## src/rtl/morse_key_classifier_pkg.sv

```systemverilog
// Shared symbol encodings and classifier state type for the Morse front end.
// alphaFSM imports the same package so both ends agree on the codes.
package morse_key_classifier_pkg;

    typedef enum logic [2:0] {
        SYM_WAIT  = 3'd0,
        SYM_DIT   = 3'd1,
        SYM_DAH   = 3'd2,
        SYM_GAP   = 3'd3,
        SYM_SPACE = 3'd4
    } symbol_e;

    typedef enum logic [1:0] {
        IDLE       = 2'd0,
        PRESS      = 2'd1,
        RELEASE    = 2'd2,
        LETTER_GAP = 2'd3
    } state_e;

    // Bits needed to hold values 0..max inclusive.
    function automatic int unsigned count_width(input int unsigned max);
        return (max < 2) ? 1 : $clog2(max + 1);
    endfunction

endpackage

```

## src/rtl/morse_key_classifier_unit_timer.sv

```systemverilog
// Morse time-unit prescaler: one-cycle tick every UNIT_CYCLES clocks,
// re-phased so the cycle carrying restart counts as position zero.
module unit_timer #(
    parameter int unsigned UNIT_CYCLES = 25000000
) (
    input  logic clk,
    input  logic resetN,
    input  logic restart,
    output logic tick
);
    import morse_key_classifier_pkg::*;

    localparam int unsigned PW = count_width(UNIT_CYCLES - 1);
    localparam logic [PW-1:0] LAST = PW'(UNIT_CYCLES - 1);

    logic [PW-1:0] count;
    logic [PW-1:0] current;

    // The restart cycle itself is unit position 0, so units line up with the edge.
    assign current = restart ? '0 : count;
    assign tick    = (current == LAST);

    always_ff @(posedge clk or negedge resetN) begin
        if (!resetN) begin
            count <= '0;
        end else if (tick) begin
            count <= '0;
        end else begin
            count <= current + PW'(1);
        end
    end

endmodule

```

## src/rtl/morse_key_classifier.sv

```systemverilog
// Morse key front end: synchronizes the raw key, times presses and releases
// in Morse units, and emits single-cycle DIT/DAH/GAP/SPACE codes for alphaFSM.
module morse_key_classifier #(
    parameter int unsigned UNIT_CYCLES = 25000000,
    parameter int unsigned DAH_UNITS   = 2,
    parameter int unsigned GAP_UNITS   = 3,
    parameter int unsigned SPACE_UNITS = 7
) (
    input  logic       clk,
    input  logic       resetN,
    input  logic       keyIn,
    output logic [2:0] inputSignal,
    output logic       keyLevel
);
    import morse_key_classifier_pkg::*;

    localparam int unsigned CW = count_width(SPACE_UNITS);
    localparam logic [CW-1:0] DAH_C   = CW'(DAH_UNITS);
    localparam logic [CW-1:0] GAP_M1  = CW'(GAP_UNITS - 1);
    localparam logic [CW-1:0] SPC_M1  = CW'(SPACE_UNITS - 1);
    localparam logic [CW-1:0] SPC_MAX = CW'(SPACE_UNITS);

    logic          key_meta;
    logic          key_s;
    logic          key_prev;
    logic          key_edge;
    logic          tick;
    logic [CW-1:0] unit_count;
    state_e        state;
    state_e        state_nxt;
    symbol_e       sym_nxt;
    symbol_e       sym_q;

    always_ff @(posedge clk or negedge resetN) begin
        if (!resetN) begin
            key_meta <= 1'b0;
            key_s    <= 1'b0;
            key_prev <= 1'b0;
        end else begin
            key_meta <= keyIn;
            key_s    <= key_meta;
            key_prev <= key_s;
        end
    end

    assign key_edge = key_s ^ key_prev;

    unit_timer #(
        .UNIT_CYCLES (UNIT_CYCLES)
    ) u_unit_timer (
        .clk     (clk),
        .resetN  (resetN),
        .restart (key_edge),
        .tick    (tick)
    );

    always_ff @(posedge clk or negedge resetN) begin
        if (!resetN) begin
            unit_count <= '0;
        end else if (key_edge) begin
            unit_count <= '0;
        end else if (tick && (unit_count != SPC_MAX)) begin
            unit_count <= unit_count + CW'(1);
        end
    end

    // Edges are tested first in every state so they beat a coincident threshold.
    always_comb begin
        state_nxt = state;
        sym_nxt   = SYM_WAIT;
        unique case (state)
            IDLE: begin
                if (key_edge && key_s) begin
                    state_nxt = PRESS;
                end
            end
            PRESS: begin
                if (key_edge && !key_s) begin
                    sym_nxt   = (unit_count < DAH_C) ? SYM_DIT : SYM_DAH;
                    state_nxt = RELEASE;
                end
            end
            RELEASE: begin
                if (key_edge) begin
                    state_nxt = PRESS;
                end else if (tick && (unit_count == GAP_M1)) begin
                    sym_nxt   = SYM_GAP;
                    state_nxt = LETTER_GAP;
                end
            end
            LETTER_GAP: begin
                if (key_edge) begin
                    state_nxt = PRESS;
                end else if (tick && (unit_count == SPC_M1)) begin
                    sym_nxt   = SYM_SPACE;
                    state_nxt = IDLE;
                end
            end
        endcase
    end

    always_ff @(posedge clk or negedge resetN) begin
        if (!resetN) begin
            state <= IDLE;
            sym_q <= SYM_WAIT;
        end else begin
            state <= state_nxt;
            sym_q <= sym_nxt;
        end
    end

    assign inputSignal = sym_q;
    assign keyLevel    = key_s;

endmodule

```

## config.mk

```make
export PLATFORM = sky130hd
export DESIGN_NAME = morse_key_classifier
export DESIGN_NICKNAME = d
export VERILOG_FILES = /design/src/rtl/morse_key_classifier_pkg.sv /design/src/rtl/morse_key_classifier_unit_timer.sv /design/src/rtl/morse_key_classifier.sv
export SDC_FILE = /design/constraint.sdc
export NUM_CORES = 1
export LEC_CHECK = 0
export BUFFER_PORTS_ARGS = -buffer_cell sky130_fd_sc_hd__buf_2
export CORE_UTILIZATION = 54
export CTS_BUF_LIST = sky130_fd_sc_hd__clkbuf_4 sky130_fd_sc_hd__clkbuf_8 sky130_fd_sc_hd__clkbuf_16
export DETAILED_ROUTE_END_ITERATION = 10
export HOLD_SLACK_MARGIN = 0.02
export PLACE_DENSITY = 0.74
export RECOVER_POWER = 100
export SETUP_SLACK_MARGIN = 0.3
export SYNTH_ARGS = -nofsm -noshare
export SYNTH_HDL_FRONTEND = slang
export SYNTH_SLANG_ARGS = --single-unit
```

## constraint.sdc

```tcl
create_clock -name clk -period 2.6 [get_ports clk]
set_input_delay 0.13 -clock clk [delete_from_list [all_inputs] [get_ports clk]]
set_output_delay 0.13 -clock clk [all_outputs]
set_load 0.01 [all_outputs]
```

==> key figures <==
Final layout
  • Combined area of the multi-input logic cells: 920 µm²
  • Post-Layout Cell Count: 249
  • Number of fill cells: 253
  • Area used by sequential logic in the layout: around 900 µm²
  • Post-layout net count: 214
  • Ant diodes: 0
  • Finished Core Util: 66.0%
  • Layout Area Growth over Synthesis: 12.6%
  • Fraction of layout cells with a size suffix above 1: between 10% and 20%

Placement
  • Weighted congestion at the end of routability-driven global placement: 0.828
  • Input/output buffers: 6
  • DP HPWL: 2660 µm
  • Number of cells after detailed placement: about 240

Synth
  • Count of synthesis-stage warnings from yosys: 0
  • Flop and latch count out of synthesis: 36
  • Cell taking the most area after synthesis: sky130_fd_sc_hd__dfrtp_1
  • Post-Synthesis Mean Instance Area: between 9 and 10 µm²
  • Top_reg_cell synth: sky130_fd_sc_hd__dfrtp_1
  • Top area cells in the synthesized netlist: sky130_fd_sc_hd__dfrtp_1 49%, sky130_fd_sc_hd__xor2_1 5.7%, sky130_fd_sc_hd__nor2_1 5.5%
  • XOR/XNOR share of the synthesized area: 10.5%
  • Share of flip-flops with an asynchronous set or reset: 100%
  • Nets in the synthesized netlist: 193
  • Sequential fraction of the synthesis area: 49.1%
  • Syn Inst Count: 184
  • Synthesized-area fraction occupied by adder cells: around 4%
  • Synthesized-area fraction occupied by and/or/nand/nor cells: roughly 30%
  • Area fraction in compound gates after synthesis: 3.62%
  • Area share of the largest cell type after synthesis: 49.1%
  • Main combinational cell family by area after synthesis: simple AND/OR/NAND/NOR gates
  • Summed instance area of the synthesized netlist: roughly 1800 µm²
  • Count of flip-flops with a built-in enable after synthesis: 0
  • Multiplexer share of the synthesized area: 1.09%
  • Post-synthesis cell type count: 35

Setup path
  • Kind of start point of the critical path: flip-flop
  • Maximum fanout encountered on the critical timing path: 6
  • Start-to-end type of the worst setup path: reg -> reg
  • Req. time, crit path: approximately 2.8 ns
  • Arrival time of data at the critical path endpoint: 2.55 ns
  • Endpoint kind of the worst setup timing path: flip-flop

Timing
  • Min cycle time layout: 2.31 ns
  • Relative slew slack: -23.7%
  • Final count of negative-setup-slack endpoints: 0
  • Max Clock Skew: between 0.01 and 0.015 ns
  • Hold Slack: 0.362 ns
  • Least-Margin Pin Slew: about 1.9 ns
  • Highest Clock Rate: 433 MHz
  • RSZ-0062 raised after global routing: no
  • Hold Fails Final Rpt: 0
  • Setup TNS: 0 ns
  • Pins over their slew limit: 37
  • Part of the cycle the worst path needs: between 80% and 90%

Die
  • Initial Util: 58.6%
  • Std-Cell Rows: 20
  • Die Wd: 60.3 µm
  • Height of the chip: 60.3 µm
  • Overall die area: approximately 3600 µm²
  • Core area: between 3000 and 4000 µm²
  • Ports placed on the boundary: 7

Detailed routing
  • Via-per-instance ratio: ~5.7
  • Drt pass-1 iters: 4
  • 1st-iter DRT viols: 66
  • Count of nets left with antenna violations after detail routing: 0
  • Sum of routed wire length over all layers: approximately 3800 µm
  • Average routed wire per standard cell: approximately 15 µm
  • Detailed-route via count: 1418
  • Count of unresolved DRC violations after routing: 0

Worst hold path
  • Hold Crit Class: reg -> reg

Clocking
  • Clock Tree Root: sky130_fd_sc_hd__clkbuf_4
  • Clock slew seen by the registers of the worst setup and hold paths: 0.10 ns
  • Clock latency of the later-clocked register in the worst-skew pair: 0.35 ns
  • Num Clock Sinks: 36
  • Clock Tree Buf Depth: 2
  • TritonCTS clock tree: yes
  • Number of CTS-inserted buffers: 5
  • Maximum level of the CTS H-tree: 2

Global routing
  • Via count of the first global-routing pass: 1450
  • Antenna violations before repair: 0
  • Gr ovfl total: 0
  • First-pass GRT wire length: 6640 µm
  • Overall Global Routing Usage: 25.7%
  • Maximum number of pins on one net before global-route repair: 37

Pwr
  • Sequential group share of total power: 59.9%
  • Total power density per cell area: 503 nW/µm²
  • Power share of the combinational group: between 10% and 20%
  • Net Sw Power: 283 µW
  • Internal power: approximately 760 µW
  • Leakage power: 0.000924 µW
  • Peak VDD IR: roughly 430 µV
  • Fraction of power consumed by the clock network: 28.1%
  • Total power draw: 1040 µW
  • Proportion of total power due to net switching: around 27%

Outcome
  • Run status: finished with violations
  • Violated checks: max-capacitance violations, max-slew violations

Run
  • Max capacitance violation total: 1
-- synth_stat cells, types with 2 or more instances --
cell / n
sky130_fd_sc_hd__a21oi_1: 2
sky130_fd_sc_hd__xnor2_1: 10
sky130_fd_sc_hd__and3_1: 5
sky130_fd_sc_hd__nand2_1: 22
sky130_fd_sc_hd__and2_1: 6
sky130_fd_sc_hd__o21ai_0: 3
sky130_fd_sc_hd__and4_1: 4
sky130_fd_sc_hd__mux2i_1: 2
sky130_fd_sc_hd__clkbuf_1: 2
sky130_fd_sc_hd__xor2_1: 12
sky130_fd_sc_hd__nand3_1: 10
sky130_fd_sc_hd__inv_1: 7
sky130_fd_sc_hd__nor2_1: 27
sky130_fd_sc_hd__or3_1: 2
sky130_fd_sc_hd__ha_1: 6
sky130_fd_sc_hd__nand4_1: 10
sky130_fd_sc_hd__dfrtp_1: 36
-- worst max-delay path, cell delays in order (launching register included) --
cell                      delay [ns]
sky130_fd_sc_hd__dfrtp_1        0.39
sky130_fd_sc_hd__inv_1          0.09
sky130_fd_sc_hd__ha_4           0.30
sky130_fd_sc_hd__and2_4         0.16
sky130_fd_sc_hd__ha_4           0.15
sky130_fd_sc_hd__and4_4         0.22
sky130_fd_sc_hd__nand3_1        0.07
sky130_fd_sc_hd__or3_1          0.44
sky130_fd_sc_hd__o211a_1        0.25
sky130_fd_sc_hd__a21o_1         0.15
-- cell type report --
class,count,area share (%)
clock buffers,6,2.18
clock inverters,1,0.243
inverters,7,1.27
multi-input cells,138,44.6
flip-flops and latches,36,43.7
well taps,44,2.67
repair buffers,17,5.40
-- routing by layer --
layer  vias to the layer above  wire length, µm  share of wire, %  global-route usage (%)
li1                        671                -                 -                       -
met1                       705             1740                46                    32.9
met2                        32             1850                49                    41.6
met3                        10              128               3.4                    4.55
met4                         0               74               2.0                    13.0
met5                         -                0                 0                       0
-- cell families after synthesis --
family | after synthesis
adders and majority gates | 6
buffers and inverters | 10
xor gates and xnor gates | 22
and+or+nand+nor | 98
DFF | 36
muxes | 2
AOI/OAI and AO/OA | 10
-- power groups by stage --
stage / sequential [µW] / combinational (µW) / clock, µW
floorplan: 624 / 83.1 / 0
global placement: 627 / 112 / 0
detailed placement: 631 / 113 / 0
CTS: 620 / 116 / 297
global route: 626 / 139 / 323
finish: 622 / 124 / 292
-- metrics by stage --
step | worst slack [ns] | cell area, µm²
after floorplan | 0.0798 | 1900
after global placement | 0.281 | 1980
after detailed placement | 0.201 | 1980
after CTS | 0.306 | 2050
after global routing | 0.163 | 2060
final | 0.289 | 2060
-- final timing paths --
kind / startpoint / end / slack (ns) / depth (start not counted)
min: key_meta / keyLevel / 0.36 / 0
min reg2reg: key_meta / keyLevel / 0.36 / 0
max reg2reg: keyLevel / unit_count[0] / 0.29 / 9
min in group asynchronous: resetN / inputSignal[0] / 0.82 / 2
max in group asynchronous: resetN / u_unit_timer.count[4] / 0.69 / 2
max: keyLevel / unit_count[0] / 0.29 / 9
-- placed cells by master, fill, tap and decap left out, types with 7 or more instances in the layout --
cell                       count
sky130_fd_sc_hd__dfrtp_1      36
sky130_fd_sc_hd__nor2_1       27
sky130_fd_sc_hd__nand2_1      21
sky130_fd_sc_hd__xor2_1       12
sky130_fd_sc_hd__nand3_1      10
sky130_fd_sc_hd__nand4_1      10
sky130_fd_sc_hd__xnor2_1      10
sky130_fd_sc_hd__buf_4         8
sky130_fd_sc_hd__inv_1         7
sky130_fd_sc_hd__clkbuf_4      7
-- flip-flops by register name, indices dropped and copies added, names as in the netlist --
signal / cells
unit_count: 3
inputSignal: 3
key_meta: 1
state: 2
key_prev: 1
u_unit_timer.count: 25
keyLevel: 1
-- what timing repair did --
action                                  CTS  global route
endpoints found under the setup margin   14            18
buffers inserted                          0             5
hold buffers                              2             0
pin swaps                                 1             1
hold endpoints to repair                 37             0
gates resized for setup                   1             0
Power figures use the tool's default switching activity.
